File: src/rtl/mux_scan_pkg.sv
// Shared definitions for the scanning N:1 multiplexer: FSM state type and
// default parameter values.
package mux_scan_pkg;

  typedef enum logic [1:0] {
    ST_HOLD   = 2'd0,
    ST_MANUAL = 2'd1,
    ST_SCAN   = 2'd2
  } state_t;

  localparam int unsigned DEF_N     = 4;
  localparam int unsigned DEF_W     = 8;
  localparam int unsigned DEF_DWELL = 4;

endpackage

File: src/rtl/dwell_counter.sv
// Dwell counter for scan mode: counts 0..DWELL-1 and flags the terminal
// count so the owner can advance the channel on the same edge it wraps.
module dwell_counter #(
  parameter int unsigned DWELL = 4
) (
  input  logic clk,
  input  logic rst_n,
  input  logic clr,
  input  logic inc,
  output logic tc
);

  localparam int unsigned CW = (DWELL > 1) ? $clog2(DWELL) : 1;
  localparam logic [CW-1:0] LAST = CW'(DWELL - 1);

  logic [CW-1:0] cnt;

  // Terminal count: the count value at which the next increment wraps to 0.
  always_comb begin
    tc = (cnt == LAST);
  end

  // Clear has priority over counting; count wraps to 0 after LAST.
  always_ff @(posedge clk or negedge rst_n) begin
    if (!rst_n) begin
      cnt <= '0;
    end else if (clr) begin
      cnt <= '0;
    end else if (inc) begin
      cnt <= tc ? '0 : cnt + 1'b1;
    end
  end

endmodule

File: src/rtl/mux_scan_nx1.sv
// N:1 registered multiplexer with manual channel select and auto-scan mode.
// Channel selection and the HOLD/MANUAL/SCAN FSM live here; the dwell timing
// is delegated to dwell_counter.
module mux_scan_nx1
  import mux_scan_pkg::*;
#(
  parameter int unsigned N     = DEF_N,
  parameter int unsigned W     = DEF_W,
  parameter int unsigned DWELL = DEF_DWELL,
  localparam int unsigned SW   = (N > 1) ? $clog2(N) : 1
) (
  input  logic           clk,
  input  logic           rst_n,
  input  logic [N*W-1:0] in_data,
  input  logic [SW-1:0]  sel,
  input  logic           sel_load,
  input  logic           mode,
  input  logic           en,
  output logic [W-1:0]   y,
  output logic           y_valid,
  output logic [SW-1:0]  cur_sel,
  output logic           sel_err
);

  localparam logic [SW:0] NUM_CH = (SW+1)'(N);

  state_t        state_q, state_d;
  logic          mode_q, mode_vld;
  logic          sel_ok, sel_take, mode_chg, scan_now;
  logic          cnt_clr, cnt_inc, cnt_tc, advance, at_last;
  logic [W-1:0]  ch_data;

  // Current-cycle state is decided directly from en/mode every cycle.
  always_comb begin
    state_d = ST_HOLD;
    if (en) begin
      state_d = mode ? ST_SCAN : ST_MANUAL;
    end
  end

  // State register; its value reflects whether the previous cycle was active.
  always_ff @(posedge clk or negedge rst_n) begin
    if (!rst_n) begin
      state_q <= ST_HOLD;
    end else begin
      state_q <= state_d;
    end
  end

  assign y_valid = (state_q != ST_HOLD);

  // Remember the last sampled mode; the valid flag stops the first edge after
  // reset from being treated as a mode change, so scanning out of reset gets
  // a full dwell period on channel 0.
  always_ff @(posedge clk or negedge rst_n) begin
    if (!rst_n) begin
      mode_q   <= 1'b0;
      mode_vld <= 1'b0;
    end else begin
      mode_q   <= mode;
      mode_vld <= 1'b1;
    end
  end

  // Select/dwell control: a legal load beats a scan advance, and both a load
  // and a mode change restart the dwell period without moving the channel.
  always_comb begin
    sel_ok   = ({1'b0, sel} < NUM_CH);
    sel_take = sel_load && sel_ok;
    mode_chg = mode_vld && (mode != mode_q);
    scan_now = (state_d == ST_SCAN);
    cnt_clr  = sel_take || mode_chg;
    cnt_inc  = scan_now && !cnt_clr;
    advance  = cnt_inc && cnt_tc;
    at_last  = ({1'b0, cur_sel} == (NUM_CH - 1'b1));
  end

  dwell_counter #(
    .DWELL(DWELL)
  ) u_dwell (
    .clk  (clk),
    .rst_n(rst_n),
    .clr  (cnt_clr),
    .inc  (cnt_inc),
    .tc   (cnt_tc)
  );

  // Channel select register; wraps N-1 -> 0 so out-of-range values never occur.
  always_ff @(posedge clk or negedge rst_n) begin
    if (!rst_n) begin
      cur_sel <= '0;
    end else if (sel_take) begin
      cur_sel <= sel;
    end else if (advance) begin
      cur_sel <= at_last ? '0 : cur_sel + 1'b1;
    end
  end

  // Channel extraction from the flattened input bus.
  always_comb begin
    ch_data = '0;
    for (int unsigned k = 0; k < N; k++) begin
      if ({1'b0, cur_sel} == (SW+1)'(k)) begin
        ch_data = in_data[k*W +: W];
      end
    end
  end

  // Output data register, frozen while en is low.
  always_ff @(posedge clk or negedge rst_n) begin
    if (!rst_n) begin
      y <= '0;
    end else if (state_d != ST_HOLD) begin
      y <= ch_data;
    end
  end

  // One-cycle error pulse for an out-of-range select load.
  always_ff @(posedge clk or negedge rst_n) begin
    if (!rst_n) begin
      sel_err <= 1'b0;
    end else begin
      sel_err <= sel_load && !sel_ok;
    end
  end

endmodule

File: config.mk
export PLATFORM = sky130hd
export DESIGN_NAME = mux_scan_nx1
export DESIGN_NICKNAME = d
export VERILOG_FILES = /design/src/rtl/mux_scan_pkg.sv /design/src/rtl/dwell_counter.sv /design/src/rtl/mux_scan_nx1.sv
export SDC_FILE = /design/constraint.sdc
export NUM_CORES = 1
export LEC_CHECK = 0
export CAP_MARGIN = 0
export CORE_ASPECT_RATIO = 0.6
export CORE_UTILIZATION = 42
export CTS_CLUSTER_SIZE = 14
export DETAILED_ROUTE_END_ITERATION = 10
export PLACE_DENSITY = 0.84
export SYNTH_ARGS = -nofsm -noshare
export SYNTH_HDL_FRONTEND = slang
export SYNTH_HIERARCHICAL = 1
export SYNTH_SLANG_ARGS = --single-unit
File: constraint.sdc
create_clock -name clk -period 4 [get_ports clk]
set_input_delay 0.6 -clock clk [delete_from_list [all_inputs] [get_ports clk]]
set_output_delay 0.6 -clock clk [all_outputs]
set_load 0.1 [all_outputs]
## Yosys cells after proc, flatten, opt, wreduce, memory -nomap -nowiden

Cells that the tools add are included.

| operators by class | value |
|---|---|
| shifts and indexed selects | 0 |
| eq/ne operators | 6 |
| add/sub/neg operators | 2 |
| magnitude comparators | 0 |
| $mul | 0 |
| reductions and logical operators | 10 |
| bitwise gates (word level) | 0 |
| mux-type cells | 12 |
| divide/modulo/power cells | 0 |

Operator list:

| kind | number |
|---|---|
| 2-to-1 mux 8 bit | 4 |
| 2-to-1 mux 2 bit | 8 |
| == test 2 bit, second input constant | 4 |
| nonzero test 2 bit | 4 |
| adder 2 x 1 -> 2 bit, second input constant | 2 |
| logical AND 1 bit | 3 |
| == test 2 x 1 -> 1 bit, second input constant | 1 |
| logical NOT 2 bit | 1 |
| logical NOT 1 bit | 1 |
| logical OR 1 bit | 1 |
| inequality test 1 bit | 1 |

| storage, ports and cells | value |
|---|---|
| bits of input ports | 39 |
| memory bits (read-only) | 0 |
| register bits | 16 |
| output and inout port bits | 12 |
| bits in latches | 0 |
| memories kept | 0 |
| word-level logic and storage cells | 36 |
| bits in writable memories | 0 |

## Logic depth before layout (Yosys ltp)

| depth | value |
|---|---|
| depth after elaboration | 8 |
| gate-level depth with buffers | 7 |
| mapped depth without buffers | 5 |

## Cells and area by module

Netlist, hierarchy kept.

Modules (own cells, without submodules):

| module | sequential area each (um2) | instances | area an instance (um2) | cells an instance |
|---|---|---|---|---|
| mux_scan_nx1 | 350.3 | 1 | 888.4 | 101 |
| dwell_counter | 50.0 | 1 | 100.1 | 8 |

## Worst setup path before layout

Ideal clock, no wire load.

| timing path | value |
|---|---|
| kind | reg2reg |
| from | register cur_sel[0] |
| to | register y[6] |
| period minus slack after synthesis | 2.199 ns |
| arrival time | 2.117 ns |
| cell stages (with the launch flop) | 7 |
| path buffers | 2 |
| setup slack | 1.801 ns |
| data required time | 3.918 ns |
| library setup time | 0.082 ns |
| path through | dfrtp_1 -> inv_1 -> ha_1 -> buf_4 -> buf_6 -> a221o_1 -> a31oi_1 |

| on the way | value |
|---|---|
| longest elaborated chain between the ends | 5 |
| elaborated cells between the ends (all ways) | 8 |
| classes of those cells | 3 x eq/ne; 4 x mux; 1 x reduce/logical |

RTL lines:

| what | RTL line | RTL |
|---|---|---|
| start, declared | mux_scan_nx1.sv:21 | `output logic [SW-1:0] cur_sel,` |
| start signal, assigned | mux_scan_nx1.sv:93 | `cur_sel <= sel;` |
| start signal, assigned | mux_scan_nx1.sv:95 | `cur_sel <= at_last ? '0 : cur_sel + 1'b1;` |
| logical NOT 2 bit | mux_scan_nx1.sv:103 | `if ({1'b0, cur_sel} == (SW+1)'(k)) begin` |
| 2-to-1 mux 8 bit (3 in a row) | mux_scan_nx1.sv:103 |  |
| 2-to-1 mux 8 bit * | mux_scan_nx1.sv:103 |  |
| end signal, assigned | mux_scan_nx1.sv:114 | `y <= ch_data;` |
| end, declared | mux_scan_nx1.sv:19 | `output logic [W-1:0] y,` |

Every way passes the cells marked *; elsewhere a longest branch is shown, timed or not.
A chain may end at the register's enable or synchronous reset.

## Worst setup path in the final report

| timing path | value |
|---|---|
| from | register state_q[1] |
| to | output port y_valid |

| on the way | value |
|---|---|
| longest elaborated chain between the ends | 1 |

RTL lines:

| what | RTL line | RTL |
|---|---|---|
| start, declared | mux_scan_nx1.sv:27 | `state_t state_q, state_d;` |
| start signal, assigned | mux_scan_nx1.sv:46 | `state_q <= state_d;` |
| nonzero test 2 bit | mux_scan_nx1.sv:50 | `assign y_valid = (state_q != ST_HOLD);` |
| end, declared | mux_scan_nx1.sv:20 | `output logic y_valid,` |

Every way passes these cells.

==> run_results.csv <==
group,metric,value,unit
synth,synth_cell_type_count,25,
worst_setup_path,startpoint_type,"register",
worst_setup_path,rr_worst_depth,5,
final_layout,finalNetCount,198,
synth,synth-seq-area-share,40.5,%
detailed_routing,postRouteAntennaNets,0,
timing,tightestPinTransition,0.980,ns
detailed_routing,drt_pre_antenna_iters,4,
synth,syn_nets,153,
global_routing,grt_max_degree,19,
timing,clock_skew,0.00169,ns
synth,syn-cell-area,988,sq um
global_routing,grt_pass1_wl,3.93,mm
outcome,status,"completed",
floorplan,initial_core_util,45.0,%
worst_setup_path,critical_path.max_stage_delay,0.97,ns
global_routing,antenna_found_initial,0,
power_and_ir_drop,internal_power,0.480,mW
power_and_ir_drop,vdd_drop_max,345,uV
power_and_ir_drop,pwr-share-seq,23.1,%
worst_setup_path,cp.required,3.40,ns
timing,slew_headroom,34.4,%
synth,synth_seq_cells,16,
global_routing,grt_pass1_vias,894,
worst_setup_path,critPathCapture,"y_valid",
final_layout,antenna_cells,0,
detailed_routing,drcViolationCount,0,
timing,hold_viol_final,0,
placed_design,post-place-ws,1.65,ns
global_routing,busiest_layer,"met2",
detailed_routing,vias_per_cell,5.12,
worst_setup_path,crit_path_top_delay_cell,"clkdlybuf4s50_1",
placed_design,hpwlAfterDp,1.95,mm
final_layout,final_core_util,68.8,%
power_and_ir_drop,netSwitchingPower,0.517,mW
synth,syn_avg_cell_area,9.07,sq um
clocking,clk_pin_slew_worst_paths,0.06,ns
floorplan,die_area,2560,sq um
worst_hold_path,hold_path.class,"register to register",
synth,syn_inst,109,
timing,fin_crit,2.45,ns
floorplan,fp.coreArea,2200,sq um
worst_setup_path,regToRegSetupSlack,2.22,ns
synth,ys_warn_count,6,
synth,synth_area_leaders,"dfrtp_1 (41%), a221o_1 (8.1%), ha_1 (6.3%)",
clocking,cts_setup_buffers,0,
worst_setup_path,critPathMaxFanout,1,
power_and_ir_drop,powerDensity,660,nW/um^2
detailed_routing,drt-wirelength-per-cell,14.3,microns
timing,fmax,0.408,GHz
clocking,cts_tree,"yes",
floorplan,top_level_ports,51,
placed_design,place.gp.congestion,0.757,
synth,ys_async_sr_fraction,100,%
clocking,clock-sinks,16,
worst_setup_path,startpoint,"state_q[1]",
global_routing,use_met1,24.6,%
synth,synth_edf_count,0,
timing,rsz0062_at_grt,"false",
clocking,postCtsHoldBufs,0,
clocking,cts-htree-levels,1,
global_routing,overflow,0,
floorplan,die_x,64.6,microns
clocking,post_cts_resized,0,
final_layout,syn_to_final_growth,52.9,%
job,maxCapViolCount,0,
detailed_routing,vias,937,
power_and_ir_drop,swShare,51.9,%
timing,layout_setup_ws,1.55,ns
global_routing,met3_usage,6.98,%
timing,setup_tns,0,ns
floorplan,num_rows,13,
floorplan,die_y,39.6,microns
timing,finalCritPeriodShare,61.3,%
synth,synth_top_cell_by_area,"dfrtp_1",
worst_setup_path,r2r-end,"y[2]",
detailed_routing,wl,2.61,mm
global_routing,grtUsageTotal,21.5,%
timing,setup_viol,0,
power_and_ir_drop,power,0.997,mW
worst_setup_path,r2r-start,"cur_sel[0]",
worst_setup_path,path_cells,"or2_2, clkdlybuf4s50_1",
timing,finalMaxSlewViolations,0,
detailed_routing,drtIter0Drc,83,
power_and_ir_drop,p_leak,0.652,nW
power_and_ir_drop,combPwrFrac,63.0,%
clocking,insertion_delay,0.24,ns
clocking,clockBufferDepth,2,
timing,hold_slack,0.538,ns
power_and_ir_drop,power.share.clock,13.9,%
worst_setup_path,crit_type,"register to output pin",
clocking,cts_made_buffers,3,
global_routing,grtUsageMet2,40.0,%
worst_setup_path,arrival,1.85,ns
placed_design,port_buffers,49,
clocking,cts_root_buffer,"clkbuf_8",
synth,synth_ff_type,"dfrtp_1",
worst_setup_path,worstSetupEndpointType,"output pin",
final_layout,drive_gt1_share,3.92,%
synth,synth_top_area_share,40.5,%
[cell usage in the layout (no fill, tap or decap)]
| cell | instances |
|---|---|
| a221o_1 | 8 |
| or2_2 | 1 |
| nor2_1 | 10 |
| inv_1 | 11 |
| or3b_1 | 1 |
| a21oi_2 | 1 |
| nor3_1 | 1 |
| clkbuf_8 | 4 |
| nand2b_1 | 2 |
| a31oi_1 | 9 |
| a21oi_1 | 9 |
| ha_1 | 5 |
| nand3b_1 | 8 |
| mux2i_1 | 4 |
| nand2_1 | 9 |
| clkdlybuf4s50_1 | 49 |
| nor2b_1 | 1 |
| dfrtp_1 | 16 |
| conb_1 | 2 |
| xor2_1 | 1 |
| a21o_1 | 1 |
[layer usage]
metal	vias up	part of all wire [%]
li1	462	-
met2	31	47
met1	440	46
met4	0	1.0
met3	4	5.6
met5	-	0
[stage by stage]
stage,area [sq um],std cells
5_1_grt,1510,183
6_report,1510,183
4_1_cts,1510,183
2_1_floorplan,988,109
3_5_place_dp,1460,179
3_3_place_gp,1460,179
[power by group through the flow]
stage / Clock [mW] / Combinational, mW / Sequential [mW]
2_1_floorplan: 0 / 0.201 / 0.512
3_3_place_gp: 0 / 0.618 / 0.231
3_5_place_dp: 0 / 0.626 / 0.233
4_1_cts: 0.143 / 0.629 / 0.230
5_1_grt: 0.153 / 0.660 / 0.236
6_report: 0.139 / 0.628 / 0.230
[synthesized netlist by cell type (2+ instances only)]
cell	instances
nand3b_1	8
a21oi_1	9
conb_1	2
dfrtp_1	16
nor2_1	10
inv_1	11
mux2i_1	4
buf_4	2
buf_2	2
nand2b_1	2
ha_1	5
a31oi_1	9
nand2_1	9
a221o_1	8
buf_6	2
[area by class of cell]
cell class,instances,area [sq um]
multi-input combinational,73,487
sequential,16,400
timing repair buffer,49,490
tap,30,37.5
fill,192,684
inverter,11,41.3
clock buffer,4,55.1
[worst min-delay path by stage]
stage / from / endpoint / slack, ns / depth (start not counted)
2_1_floorplan: rst_n / cur_sel[0] / 0.30 / 0
3_3_place_gp: u_dwell/cnt[1] / u_dwell/cnt[1] / 0.52 / 2
3_5_place_dp: y[0] / y[0] / 0.54 / 2
4_1_cts: y[7] / y[7] / 0.54 / 2
5_1_grt: y[0] / y[0] / 0.56 / 2
6_report: y[7] / y[7] / 0.54 / 2
[sequential cells by signal, indices dropped and copies added, names as in the netlist]
name,flops
y,8
cur_sel,2
state_q,2
u_dwell/cnt,2
mode_q,1
mode_vld,1
[worst max-delay path: cells and delay by family, from the launching register on]
family	cells	cell delay (ns)
buf+inv	1	0.97
simple gates	1	0.28
flops	1	0.36
[cell families after synthesis]
kind of cell,share of synthesized area [%]
DFF,40.5
and+or+nand+nor,17.2
xor gates and xnor gates,0.886
adders and majority gates,6.33
other,0.760
AOI/OAI and AO/OA,20.0
buffers and inverters,10.3
muxes,4.05
No activity file was read; power rests on OpenSTA's default activity.
